### src/rtl/gpio_checkpoint_tx.sv
// GPIO checkpoint transmitter: queues (check, value) pairs and presents them on mprj_io
// with value settled SETUP_CYCLES before the code edge. Optional macro: CKPT_REARM_EN.
module gpio_checkpoint_tx #(
  parameter int DEPTH        = 4,
  parameter int SETUP_CYCLES = 4,
  parameter int HOLD_CYCLES  = 16
) (
  input  logic                     wb_clk_i,
  input  logic                     wb_rst_i,
  input  logic                     enable_i,
  input  logic                     flush_i,
  input  logic                     push_valid,
  input  logic [5:0]               push_check,
  input  logic [31:0]              push_value,
  output logic                     push_ready,
  output logic [5:0]               check_o,
  output logic [31:0]              value_o,
  output logic [37:0]              oeb_o,
  output logic                     busy_o,
  output logic [$clog2(DEPTH):0]   level_o
);
  localparam int AW   = $clog2(DEPTH);
  localparam int CMAX = (SETUP_CYCLES > HOLD_CYCLES) ? SETUP_CYCLES : HOLD_CYCLES;
  localparam int CW   = $clog2(CMAX + 1);

  localparam logic [1:0] S_IDLE  = 2'd0;
  localparam logic [1:0] S_SETUP = 2'd1;
  localparam logic [1:0] S_HOLD  = 2'd2;
`ifdef CKPT_REARM_EN
  localparam logic [1:0] S_REARM = 2'd3;
`endif

  logic [37:0]   fifo_q [DEPTH];
  logic [AW-1:0] rd_ptr_q, rd_ptr_d, wr_ptr_q, wr_ptr_d;
  logic [AW:0]   level_q, level_d;
  logic [1:0]    state_q, state_d;
  logic [CW-1:0] cnt_q, cnt_d;
  logic [5:0]    ckpt_q, ckpt_d;
  logic [5:0]    check_q, check_d;
  logic [31:0]   value_q, value_d;
  logic [37:0]   oeb_q;

  logic          do_push, do_pop;
  logic [5:0]    head_check;
  logic [31:0]   head_value;

  assign push_ready = (level_q < (AW+1)'(DEPTH));
  assign do_push    = push_valid & push_ready & ~flush_i;
  assign do_pop     = (state_q == S_IDLE) & (level_q != '0) & ~flush_i;
  assign {head_check, head_value} = fifo_q[rd_ptr_q];

  assign check_o = check_q;
  assign value_o = value_q;
  assign oeb_o   = oeb_q;
  assign level_o = level_q;
  assign busy_o  = (state_q != S_IDLE) | (level_q != '0);

  always_comb begin
    rd_ptr_d = rd_ptr_q;
    wr_ptr_d = wr_ptr_q;
    level_d  = level_q;
    if (flush_i) begin
      rd_ptr_d = '0;
      wr_ptr_d = '0;
      level_d  = '0;
    end else begin
      if (do_push) wr_ptr_d = wr_ptr_q + AW'(1);
      if (do_pop)  rd_ptr_d = rd_ptr_q + AW'(1);
      case ({do_push, do_pop})
        2'b10:   level_d = level_q + (AW+1)'(1);
        2'b01:   level_d = level_q - (AW+1)'(1);
        default: level_d = level_q;
      endcase
    end
  end

  // Presentation sequencer: value first, code after the setup window, then hold.
  always_comb begin
    state_d = state_q;
    cnt_d   = cnt_q;
    ckpt_d  = ckpt_q;
    check_d = check_q;
    value_d = value_q;
    if (flush_i) begin
      state_d = S_IDLE;
      cnt_d   = '0;
    end else begin
      case (state_q)
        S_IDLE: begin
          if (level_q != '0) begin
            value_d = head_value;
            ckpt_d  = head_check;
            cnt_d   = CW'(SETUP_CYCLES - 1);
            state_d = S_SETUP;
`ifdef CKPT_REARM_EN
            // A repeated code is dropped to zero first so the monitor still sees an edge.
            if ((head_check == check_q) && (check_q != '0)) begin
              check_d = '0;
              state_d = S_REARM;
            end
`endif
          end
        end
        S_SETUP: begin
          if (cnt_q == '0) begin
            check_d = ckpt_q;
            cnt_d   = CW'(HOLD_CYCLES - 1);
            state_d = S_HOLD;
          end else begin
            cnt_d = cnt_q - CW'(1);
          end
        end
        S_HOLD: begin
          if (cnt_q == '0) state_d = S_IDLE;
          else             cnt_d   = cnt_q - CW'(1);
        end
`ifdef CKPT_REARM_EN
        S_REARM: begin
          if (cnt_q == '0) begin
            cnt_d   = CW'(SETUP_CYCLES - 1);
            state_d = S_SETUP;
          end else begin
            cnt_d = cnt_q - CW'(1);
          end
        end
`endif
        default: state_d = S_IDLE;
      endcase
    end
  end

  always_ff @(posedge wb_clk_i) begin
    if (wb_rst_i) begin
      rd_ptr_q <= '0;
      wr_ptr_q <= '0;
      level_q  <= '0;
      state_q  <= S_IDLE;
      cnt_q    <= '0;
      ckpt_q   <= '0;
      check_q  <= '0;
      value_q  <= '0;
      oeb_q    <= '1;
    end else begin
      rd_ptr_q <= rd_ptr_d;
      wr_ptr_q <= wr_ptr_d;
      level_q  <= level_d;
      state_q  <= state_d;
      cnt_q    <= cnt_d;
      ckpt_q   <= ckpt_d;
      check_q  <= check_d;
      value_q  <= value_d;
      oeb_q    <= {38{~enable_i}};
    end
  end

  always_ff @(posedge wb_clk_i) begin
    if (do_push) fifo_q[wr_ptr_q] <= {push_check, push_value};
  end

endmodule

### config.mk
export PLATFORM = sky130hd
export DESIGN_NAME = gpio_checkpoint_tx
export DESIGN_NICKNAME = d
export VERILOG_FILES = /design/src/rtl/gpio_checkpoint_tx.sv
export SDC_FILE = /design/constraint.sdc
export NUM_CORES = 1
export LEC_CHECK = 0
export CORE_MARGIN = 3
export CORE_UTILIZATION = 60
export CTS_BUF_LIST = sky130_fd_sc_hd__clkbuf_8
export DETAILED_ROUTE_END_ITERATION = 8
export PLACE_DENSITY = 0.87
export SYNTH_ARGS = -nofsm -noshare
export SYNTH_HDL_FRONTEND = slang
export SYNTH_SLANG_ARGS = --single-unit
### constraint.sdc
create_clock -name wb_clk_i -period 4.2 [get_ports wb_clk_i]
set_input_delay 0.63 -clock wb_clk_i [delete_from_list [all_inputs] [get_ports wb_clk_i]]
set_output_delay 0.63 -clock wb_clk_i [all_outputs]
set_load 0.05 [all_outputs]
==> flow_summary.ini <==
[global_routing]
grt_pass1_wl_um = 24200
grt_pass1_vias = 4802
globalRoute.totalOverflow = 0
antenna_violations_before_repair = 0
pin_count_of_the_biggest_net_entering_global_routing = 48
grt_usage = 0.206

[placement]
globalplace.congestion = 0.752
place_hpwl_um = 9350
io_buffers = 123

[layout]
synthToLayoutAreaGrowth_pct = 20.5
drive_gt1_frac = 0.145
fin_nets = 678
postLayoutCoreUtil = 0.741
antennaDiodeCount = 0

[clock_tree]
cts.clk_slew.worst_paths_ps = 70
clock_latency_ps = 530
postcts_resize_cnt = 0
h-tree-depth = 1
cts_post_setup_buffers_inserted = 0
inserted_clock_buffers = 31
post_cts_hold_buffer_count = 0
cts-root-buf = clkbuf_8
tritoncts = yes
cts.sinks = 211
clock_path_buffers = 3

[power]
share_comb_of_total_power = 0.077
vdd_ir_drop_max_uv = 306
power_frac_seq = 0.549
power.density_cell_area_nw_per_um2 = 423
internal_power_uw = 3220
power_switching_share = 0.227
clock_power_share = 0.373
leakage_uw = 0.00320
power_switching_uw = 944

[routing]
routed_wirelength_um = 15300
drc = 0
detailedRoute.firstPassIterationCount = 4
post_drt_wl_per_cell_um = 18.5
dr_total_vias = 4619
antenna_violating_nets_post_route = 0
drt_iter0_markers = 326
post_detailed_route_via_to_cell_ratio = 5.61

[setup_path]
worst_path_required_time_ps = 3570
reg2reg_depth = 2
critPathArrivalTime_ps = 2580
end_kind = output pin
worst_setup_path_class = reg -> out
crit_fanout = 7
startpoint_types = flop

[logic_synthesis]
synth.yosys.warnings = 0
sequential_share_of_the_synthesized_area = 0.703
netlist_instances = 526
yosys.area.top_type_share = 0.558
netlist_area_before_placement_um2 = 8170
ys_async_rst_share = 0
synth_area_per_cell_um2 = 15.5
synth_top_area_cell = edfxtp_1
ys_dominant_reg_cell = edfxtp_1
synth.net_count = 580
yosys-top-cells-area = edfxtp_1 (56%), dfxtp_1 (14%), mux4_2 (10%), buf_4 (3.9%), nand2_1 (3.5%)
number_of_synthesized_flops_with_an_enable_pin = 152
flip_flop_and_latch_count_after_synthesis = 211
synthDistinctLibCells = 36

[sta]
post-route-min-period_ps = 3210
report.final.setup_viol = 0
min_period_over_period = 0.765
fmax_mhz = 311
rsz0062_at_grt = false
timing.hold.ws_ps = 454
setup_tns_ps = 0
headroom_to_the_max_slew_limit = 0.290
skew_ps = 13.3
timing_hold_violations_final = 0
slew_violations = 0
worst_pin_slew_ps = 1060

[floorplan]
floorplan.io_pins = 124
core.rowCount = 42
initial_utilization = 0.615
design.die.area_um2 = 15100
fp.coreArea_um2 = 13300
die_y_um = 123
die_width_um = 123

[hold_path]
hold_path_class = reg -> reg
hold_path_depth = 2

[job]
maxCapViolCount = 0

[run_status]
status = completed
## layout make-up
cell class | instances | area [um^2]
clock inverter | 25 | 155
clock buffer | 32 | 440
multi-input combinational | 242 | 1990
fill | 780 | 3450
sequential | 211 | 5750
inverter | 13 | 48.8
timing repair buffer | 125 | 1240
tap | 176 | 220
## state kept, by name, indices dropped and copies added (netlist names)
name      flops
oeb_o         1
cnt_q         5
value_o      32
level_o       3
check_o       6
wr_ptr_q      2
state_q       2
fifo_q      152
ckpt_q        6
rd_ptr_q      2
## worst paths after layout
check                                 start       endpoint  slack, ps
worst max-delay path             state_q[1]         busy_o        990
worst min-delay path            value_o[25]    value_o[25]        450
worst max register to register   level_o[2]  fifo_q[2][30]       1970
worst min register to register  value_o[25]    value_o[25]        450
## cell usage in the layout (no fill, tap or decap), types with 4 or more instances in the layout
master | netlist | routed
o21ai_0 | 7 | 7
clkdlybuf4s50_1 | 0 | 122
mux2i_1 | 6 | 6
nor3_1 | 4 | 4
clkinv_2 | 0 | 7
inv_1 | 13 | 21
a21oi_1 | 44 | 44
ha_1 | 10 | 10
dfxtp_1 | 59 | 57
nor2_1 | 20 | 20
mux4_2 | 38 | 38
nand2_1 | 77 | 77
edfxtp_1 | 152 | 152
clkinv_1 | 0 | 8
and2_2 | 0 | 4
clkbuf_8 | 0 | 32
## cell families after synthesis
kind of cell | Yosys count | share of synthesized area
AOI/OAI and AO/OA | 59 | 0.0390
DFF | 211 | 0.703
and+or+nand+nor | 123 | 0.0687
muxes | 44 | 0.112
buffers and inverters | 73 | 0.0540
xor gates and xnor gates | 5 | 0.00536
adders and majority gates | 11 | 0.0178
## power by group through the flow
stage          clock network (uW)  registers [uW]  logic [uW]
2_1_floorplan                   0            2350         189
3_3_place_gp                    0            2330         314
3_5_place_dp                    0            2330         323
4_1_cts                      1580            2290         324
5_1_grt                      1680            2290         341
6_report                     1550            2290         322
## worst max-delay path, stage by stage (launching register included)
cell and delay, ps:
dfxtp_1 340, inv_1 100, ha_1 220, nor4b_2 550
inv_1 120, clkdlybuf4s50_1 730
## per-stage QoR
| stage | setup WS, ps | total power [uW] | cells | instance area [um^2] |
|---|---|---|---|---|
| 2_1_floorplan | 1550 | 2540 | 526 | 8170 |
| 3_3_place_gp | 1280 | 2640 | 767 | 9250 |
| 3_5_place_dp | 1150 | 2650 | 767 | 9250 |
| 4_1_cts | 952 | 4190 | 824 | 9850 |
| 5_1_grt | 820 | 4310 | 824 | 9850 |
| 6_report | 985 | 4160 | 824 | 9850 |
## per-layer routing
layer,part of all wire,global-route usage
met3,0.071,0.0419
met2,0.51,0.357
met1,0.40,0.266
met5,0,0
met4,0.013,0.0623
## cell usage after synthesis, drive strengths merged (5+ instances only)
cell type,n
mux2i,6
nor2,20
dfxtp,59
a21oi,44
clkbuf,12
inv,13
edfxtp,152
and2,5
mux4,38
buf,48
nor3,5
o21ai,7
ha,10
nand2,77
(Power assumes the default switching activity.)
